$ cat config.mk
export PLATFORM = sky130hd
export DESIGN_NAME = snake_engine
export DESIGN_NICKNAME = d
export VERILOG_FILES = /design/src/rtl/snake_engine.sv
export SDC_FILE = /design/constraint.sdc
export NUM_CORES = 1
export LEC_CHECK = 0
export CAP_MARGIN = 10
export CORE_ASPECT_RATIO = 0.5
export CORE_MARGIN = 3
export CORE_UTILIZATION = 50
export DETAILED_ROUTE_END_ITERATION = 16
export PLACE_DENSITY_LB_ADDON = 0.2
export SYNTH_ARGS = -nofsm -noshare
export SYNTH_HDL_FRONTEND = slang
export SYNTH_SLANG_ARGS = --single-unit
$ cat constraint.sdc
create_clock -name Clk -period 10.3 [get_ports Clk]
set_input_delay 1.545 -clock Clk [delete_from_list [all_inputs] [get_ports Clk]]
set_output_delay 1.545 -clock Clk [all_outputs]
set_load 0.05 [all_outputs]
$ cat src/rtl/snake_engine.sv
// snake_engine: snake game FSM, body store, direction filter and LFSR food placement on the 16x16 grid.
module snake_engine #(
  parameter logic [3:0] INIT_LENGTH = 4'd3,
  parameter logic [3:0] WIN_LENGTH  = 4'd15,
  parameter logic [7:0] START_LOC   = 8'h77,
  parameter logic [7:0] FOOD_INIT   = 8'h7B,
  parameter logic [7:0] LFSR_SEED   = 8'hA5
) (
  input  logic         Clk,
  input  logic         Reset_n,
  input  logic         Start,
  input  logic         Ack,
  input  logic         Tick,
  input  logic         BtnU,
  input  logic         BtnD,
  input  logic         BtnL,
  input  logic         BtnR,
  output logic [127:0] Locations_Flat,
  output logic [3:0]   Length,
  output logic [7:0]   Food,
  output logic         Qi,
  output logic         Qc,
  output logic         Ql,
  output logic         Qw
);
  typedef enum logic [2:0] {S_INIT, S_PLAY, S_FOOD, S_LOSE, S_WIN} state_t;
  localparam logic [1:0] D_U = 2'd0, D_D = 2'd1, D_L = 2'd2, D_R = 2'd3;
  state_t state, state_d;
  logic [7:0] loc [16];
  logic [1:0] dir_cur, dir_next, btn_dir, dir_eff;
  logic [7:0] lfsr, nh;
  logic [3:0] row, col, len_inc, flags_d;
  logic [4:0] lim;
  logic tick_pend, btn_ok, move, wall, eat, self_hit, food_hit, food_ok, die, load;
  assign row = loc[0][7:4];
  assign col = loc[0][3:0];
  for (genvar k = 0; k < 16; k++) assign Locations_Flat[127-8*k -: 8] = loc[k];
  // Directions are paired so that a reversal is always dir ^ 1.
  always_comb begin
    btn_dir = BtnU ? D_U : BtnD ? D_D : BtnL ? D_L : D_R;
    btn_ok = (BtnU | BtnD | BtnL | BtnR) && btn_dir != (dir_cur ^ 2'd1) && (state == S_PLAY || state == S_FOOD);
    dir_eff = btn_ok ? btn_dir : dir_next;
    nh = dir_eff == D_U ? {row - 4'd1, col} : dir_eff == D_D ? {row + 4'd1, col} :
         dir_eff == D_L ? {row, col - 4'd1} : {row, col + 4'd1};
    wall = dir_eff == D_U ? row == 4'h0 : dir_eff == D_D ? row == 4'hF :
           dir_eff == D_L ? col == 4'h0 : col == 4'hF;
    eat = nh == Food;
    lim = {1'b0, Length} - {4'd0, !eat};
    self_hit = 1'b0;
    food_hit = 1'b0;
    for (int i = 0; i < 16; i++) begin
      self_hit |= loc[i] == nh && 5'(i) < lim;
      food_hit |= loc[i] == lfsr && 5'(i) < {1'b0, Length};
    end
    die = wall | self_hit;
    move = state == S_PLAY && (Tick || tick_pend);
    len_inc = Length + 4'd1;
    food_ok = !food_hit && lfsr != 8'h00;
  end
  always_ff @(posedge Clk or negedge Reset_n)
    if (!Reset_n) begin
      state <= S_INIT;
      {Qi, Qc, Ql, Qw} <= 4'b1000;
    end else begin
      state <= state_d;
      {Qi, Qc, Ql, Qw} <= flags_d;
    end
  always_comb begin
    state_d = state;
    case (state)
      S_INIT:  state_d = Start ? S_PLAY : S_INIT;
      S_PLAY:  state_d = !move ? S_PLAY : die ? S_LOSE : !eat ? S_PLAY : len_inc == WIN_LENGTH ? S_WIN : S_FOOD;
      S_FOOD:  state_d = food_ok ? S_PLAY : S_FOOD;
      default: state_d = Ack ? S_INIT : state;
    endcase
  end
  always_comb begin
    flags_d = {state_d == S_INIT, state_d == S_PLAY || state_d == S_FOOD, state_d == S_LOSE, state_d == S_WIN};
    load = state == S_INIT || state_d == S_INIT;
  end
  // Init values are reloaded on every INIT cycle, including the Ack edge that enters it.
  always_ff @(posedge Clk or negedge Reset_n)
    if (!Reset_n) begin
      for (int i = 0; i < 16; i++) loc[i] <= 4'(i) < INIT_LENGTH ? START_LOC - 8'(i) : 8'h00;
      Length <= INIT_LENGTH;
      Food <= FOOD_INIT;
      dir_cur <= D_R;
      dir_next <= D_R;
      lfsr <= LFSR_SEED;
      tick_pend <= 1'b0;
    end else if (load) begin
      for (int i = 0; i < 16; i++) loc[i] <= 4'(i) < INIT_LENGTH ? START_LOC - 8'(i) : 8'h00;
      Length <= INIT_LENGTH;
      Food <= FOOD_INIT;
      dir_cur <= D_R;
      dir_next <= D_R;
      lfsr <= LFSR_SEED;
      tick_pend <= 1'b0;
    end else begin
      lfsr <= {lfsr[6:0], lfsr[7] ^ lfsr[5] ^ lfsr[4] ^ lfsr[3]};
      if (btn_ok) dir_next <= btn_dir;
      if (state == S_PLAY) tick_pend <= 1'b0;
      else if (state == S_FOOD && Tick) tick_pend <= 1'b1;
      if (move && !die) begin
        for (int i = 15; i > 0; i--) loc[i] <= loc[i-1];
        loc[0] <= nh;
        dir_cur <= dir_eff;
        dir_next <= dir_eff;
        if (eat) Length <= len_inc;
      end
      if (state == S_FOOD && food_ok) Food <= lfsr;
    end
endmodule

=== Yosys cells after proc, flatten, opt, wreduce, memory -nomap -nowiden ===
Cells that the tools add are included.
Widths: inputs -> output; s select.

* Order comparisons: 31
* Equality and inequality tests: 44
* Bitwise gates (word level): 37
* Reduce and logical (&&, ||, !) cells: 56
* Add/sub/neg operators: 6
* Div/mod/pow operators: 0
* Multiplexer cells: 32
* $mul: 0
* Shifts and indexed selects: 0

{| class="wikitable"
|+ Operators with widths
! operator !! count
|-
| $eq 8x8->1 || 32
|-
| $mux 128 || 2
|-
| $lt 4x5->1 const A || 8
|-
| $mux 8 || 5
|-
| $logic_and 1x1->1 || 38
|-
| $or 1x1->1 || 33
|-
| $lt 4x4->1 const A || 7
|-
| $lt 3x5->1 const A || 4
|-
| $lt 3x4->1 const A || 4
|-
| $mux 4 || 4
|-
| $mux 3 || 5
|-
| $mux 2 || 7
|-
| $add 4x1->4 const B || 3
|-
| $eq 4x4->1 const B || 3
|-
| $lt 1x5->1 const A || 2
|-
| $lt 2x5->1 const A || 2
|-
| $eq 3x2->1 const B || 3
|-
| $pmux 3 s3 || 1
|-
| $logic_not 4->1 || 2
|-
| $lt 1x4->1 const A || 2
|-
| $lt 2x4->1 const A || 2
|-
| $mux 1 || 8
|-
| $reduce_bool 8->1 || 1
|-
| $sub 4x1->4 const B || 2
|-
| other kinds (15) || 26
|}

* Bits in read-only memories: 0
* Bits in writable memories: 0
* Memories kept: 0
* Register bits after elaboration: 160
* Bits in latches: 0
* Input bits: 9

=== Logic depth before layout (Yosys ltp) ===
* Word-level depth: 39
* Depth in mapped cells: 37
* Gate-level depth less buffers: 29

=== Worst setup path before layout ===
OpenSTA, ideal clock, no wires.

* Kind: in2reg
* Start point: input BtnD
* End point: register loc (netlist bit Locations_Flat[121])
* Stages on the path: 33
* Library setup time: 84 ps
* Path slack: 1338 ps
* Buffers on the path: 6
* Arrival time: 8878 ps
* Path through: nor4b_1 > or4_1 > clkbuf_1 > o311ai_2 > clkbuf_1 > clkbuf_1 > nand2_1 > xnor2_1 > ha_1 > nor2b_1 > o21ai_1 > xnor2_1 > o221ai_2 > xor2_1 > nor3_1 > nand4_1 > ha_1 > ha_1 > clkbuf_1 > nor2_1 > a22oi_1 > a21o_1 > a221o_1 > nor4_1 > o311ai_0 > nor4_1 > a211oi_1 > nand4_1 > buf_2 > o21a_1 > o31ai_4 > buf_2 > a311o_1

* Word-level cells in the longest chain between the ends: 37
* Elaborated cells on any way between the ends: 96
* Those cells by class: add/sub: 1; order compare: 16; eq/ne: 20; mux: 15; bitwise: 19; reduce/logical: 25

{| class="wikitable"
|+ Ends and longest elaborated chain
! element !! line !! text
|-
| from (decl) || 15 || <nowiki>input logic BtnD,</nowiki>
|-
| $mux 2 / $or 1x1->1 (equally long branches) (2 in a row) || 40, 41 ||
|-
| $ne 2x2->1 / $or 1x1->1 (equally long branches) || 41 || <nowiki>btn_ok = (BtnU | BtnD | BtnL | BtnR) && btn_dir != (dir_cur ^ 2'd1) && (state == S_PLAY || state == S_FOOD);</nowiki>
|-
| $logic_and 1x1->1 (2 in a row) || 41 ||
|-
| $mux 2 * || - ||
|-
| $eq 2x2->1 || 44, 46 ||
|-
| $mux 4 || 44 || <nowiki>dir_eff == D_L ? {row, col - 4'd1} : {row, col + 4'd1};</nowiki>
|-
| $mux 8 (2 in a row) || 43 || <nowiki>nh = dir_eff == D_U ? {row - 4'd1, col} : dir_eff == D_D ? {row + 4'd1, col} :</nowiki>
|-
| $eq 8x8->1 || 47 || <nowiki>eat = nh == Food;</nowiki>
|-
| [... 4 more ...] || - ||
|-
| $or 1x1->1 (15 in a row) || 52 || <nowiki>self_hit |= loc[i] == nh && 5'(i) < lim;</nowiki>
|-
| $or 1x1->1 || 55 || <nowiki>die = wall | self_hit;</nowiki>
|-
| $mux 3 * (2 in a row) || 72 || <nowiki>S_PLAY: state_d = !move ? S_PLAY : die ? S_LOSE : !eat ? S_PLAY : len_inc == WIN_LENGTH ? S_WIN : S_FOOD;</nowiki>
|-
| $pmux 3 s3 * || 70 || <nowiki>case (state)</nowiki>
|-
| named net state_d[0] || 28 || <nowiki>state_t state, state_d;</nowiki>
|-
| $logic_not 3->1 * || 79 || <nowiki>load = state == S_INIT || state_d == S_INIT;</nowiki>
|-
| $logic_or 1x1->1 * || 79 ||
|-
| $mux 128 / $reduce_bool 2->1 (equally long branches) || - ||
|-
| to (decl) || 29 || <nowiki>logic [7:0] loc [16];</nowiki>
|}

Mark *: on every way through the listed nets, which the timed path passes. The rest lies on a longest branch. The select of a mux whose other input is x is not followed.
A chain may end at the register's enable or synchronous reset.

=== Worst setup path after layout ===
* Start point: input BtnU
* End point: register loc (netlist bit Locations_Flat[122])

* Word-level cells in the longest chain between the ends: 37
* Elaborated cells on any way between the ends: 95
* Those cells by class: add/sub: 1; order compare: 16; eq/ne: 20; mux: 14; bitwise: 19; reduce/logical: 25

{| class="wikitable"
|+ Ends and longest elaborated chain
! element !! line !! text
|-
| from (decl) || 14 || <nowiki>input logic BtnU,</nowiki>
|-
| $or 1x1->1 (3 in a row) || 41 ||
|-
| $logic_and 1x1->1 (2 in a row) || 41 ||
|-
| $mux 2 * || - ||
|-
| $eq 2x2->1 || 44, 46 ||
|-
| $mux 4 || 44 ||
|-
| $mux 8 (2 in a row) || 43 ||
|-
| $eq 8x8->1 || 47 ||
|-
| $logic_not 1->1 || - ||
|-
| [... 3 more ...] || - ||
|-
| $or 1x1->1 (15 in a row) || 52 ||
|-
| $or 1x1->1 || 55 ||
|-
| $mux 3 * (2 in a row) || 72 ||
|-
| $pmux 3 s3 * || 70 ||
|-
| named net state_d[0] || 28 ||
|-
| $logic_not 3->1 * || 79 ||
|-
| $logic_or 1x1->1 * || 79 ||
|-
| $mux 128 / $reduce_bool 2->1 (equally long branches) || - ||
|}

Marks and branches as above.

==> results.md <==
* Clock tree buffer depth at 2
* Layout cells sized above 1 at 8.757%
* Util after Layout at 62.60%
* Rows at 39
* Congestion Overflow GR at 0
* Area of the multi-input gates at 7553 µm²
* CP Data Required Time at 10.67 ns
* Starting density of the core at 52.36%
* Layout fillers at around 2000
* Number of max-cap violations at 0
* Outcome: finished, final reports clean
* Post-synthesis sequential area ratio at around a third
* Crit-path max FO at between 50 and 60
* I/O pins at 153
* CTS Buf Count at 17
* Slew headroom at 17.84%
* Sink Count at between 150 and 200
* Routed WL at 49990 µm
* Post-Syn Instances at 1392
* Max stage delay on crit path at ~0.76 ns
* Worst-margin pin slew at 1.232 ns
* Mapped Nets at 1410
* Time the worst path needs with I/O delays and setup at 9.526 ns
* RSZ-0062 raised after global routing: no
* Syn Area/Cell at 8.829 µm²
* Total GRT Usage at 37.38%
* Crit end category: flop
* Hold Crit Class: flop to flop
* Clock slew at reported path FFs at 0.07 ns
* DR vias at 11830
* Achievable Freq at 105.0 MHz
* Total power at 5554 µW
* Post-DR vias/cell at 6.487
* Worst Path Class, Setup: input port to flop
* CP Launch Type: input port
* CP arrival at approximately 9.9 ns
* Die width at 227.7 µm
* Pleak at 0.006021 µW
* Clock latency reported for the late side of the worst-skew pair at 0.46 ns
* TritonRoute pass-1 iters at 6
* Vias in the first global route at 10920
* Library cells used by synthesis at between 70 and 80
* Post-route ant nets at 0
* Final Hold Fails at 0
* TritonCTS clock tree: done
* Initial DRC count at 1824
* Detailed placer's ending HPWL at between 30000 and 40000 µm
* First-pass GRT wire length at 73600 µm
* Inst Count DP at approximately 1800
* Final clock period utilization by the worst path at 92.49%
* Skew final at 0.01352 ns
* Final Wtd Congestion at 1.074
* PD cells at 378.0 nW/µm²
* Netlist Area Pre-Place at 12290 µm²
* Number of remaining DRC errors at 0
* R2R setup slack at 2.01 ns
* Hold-fix buffers, CTS at 0
* H-Tree Depth at 4
* Setup repair bufs after CTS at 0
* Die height at approximately 120 µm
* Buffers added on ports at 152
* Reg area at about 4000 µm²
* Number of synthesized flops with an enable pin at 0
* Setup violators final at 0
* WL/cell at ~27 µm
* Initial antenna violation count at 1
* Worst IR Drop VDD at 0.3401 mV
* Async SR Flop Fraction at 100.0%
* Diodes inserted at 0
* Area after DPL at 14100 µm²
* Largest net degree at the start of global routing at 89
* Ys flop type: dfrtp_1
* #FFs+latches synth at 160
* Slew Viols, Final at 0
* Core ar. at ~23000 µm²
* Post-CTS sizing at 0
* YS warnings at 0
* Setup tns final at 0 ns
* Non-Filler Instances at 1824
* NumNets Final at roughly 1500
* Die area at 26610 µm²
* Synth-to-layout area growth at 19.56%
* Post-Layout Inst Area at 14690 µm²
* Clock root buffer: clkbuf_16
* Crit-path slowest cell: a2111oi_0
-- flip-flops by register name, indices dropped and copies added, names as in the netlist, 2 cells and up --
name,flops
Locations_Flat,128
Food,8
lfsr,8
Length,4
state,3
dir_cur,2
dir_next,2
-- metal layers --
metal,vias up,global-route usage [%],part of all wire (%)
met5,-,0,0.024
met4,2,8.830,1.8
met3,102,13.88,14
met2,769,51.64,40
met1,5882,55.01,44
li1,5077,-,-
-- worst paths after layout --
path / end / from / cells after the start
setup / recovery: Locations_Flat[122] / BtnU / 33
hold / removal: tick_pend / tick_pend / 2
setup reg to reg: Locations_Flat[122] / dir_cur[0] / 32
hold reg to reg: tick_pend / tick_pend / 2
max in group asynchronous: Locations_Flat[68] / Reset_n / 2
min in group asynchronous: Locations_Flat[2] / Reset_n / 1
-- cell usage after synthesis, types with 28 or more instances --
cell type  count  share of area [%]
nand3_1       35                1.4
o21ai_0       38                1.5
inv_1         36                1.1
xor2_1       109                7.8
nand2_1       49                1.5
nor4_1        33                1.7
xnor2_1      152                 11
nor2_1       176                5.4
mux2i_1      115                9.4
dfrtp_1      127                 26
buf_2         28                1.1
a21oi_1       50                2.0
clkbuf_1      79                2.4
dfstp_2       33                7.1
-- where the power goes --
group	switching (µW)	internal [µW]	leakage, µW
combinational	2190	1330	0.00365
clock	319	327	0.000290
sequential	558	832	0.00208
-- final cells by class --
cell class | instances | share of cell area, %
Multi-Input combinational cell | 1068 | 51.41
Sequential cell | 160 | 27.53
Timing Repair Buffer | 199 | 13.28
Clock buffer | 18 | 2.921
Tap cell | 328 | 2.793
Clock inverter | 14 | 1.124
Inverter | 37 | 0.9452
-- worst max-delay path: cells and delay by family --
family,cells,cell delay (ns)
XOR/XNOR,2,0.28
AO/OA/AOI/OAI,11,2.82
AND/OR/NAND/NOR,11,2.77
adder cells (fa/ha/maj),3,0.94
buffers and inverters,6,1.52
-- kinds of logic after synthesis --
family,Yosys count,synth area share (%)
compound gates,247,14.24
xor+xnor,266,19.51
fa+ha+maj,9,0.9163
buf+inv,164,5.661
flops,160,32.92
mux,119,9.825
simple gates,427,16.93
-- layout by cell type (no fill, tap or decap), types with 38 or more instances in the layout --
master,n
a21oi_1,50
nand2_1,49
o21ai_0,38
dfrtp_1,127
xor2_1,109
xnor2_1,152
mux2i_1,115
nor2_1,176
clkdlybuf4s50_1,151
buf_4,41
-- through the flow --
stage	hold WS [ns]	setup WS, ns
floorplan	0.5235	1.338
detailed placement	0.5567	0.4464
global route	0.6223	0.1126
finish	0.5769	0.7737
CTS	0.5704	0.8833
global placement	0.5364	0.7160
Power figures use the tool's default switching activity.
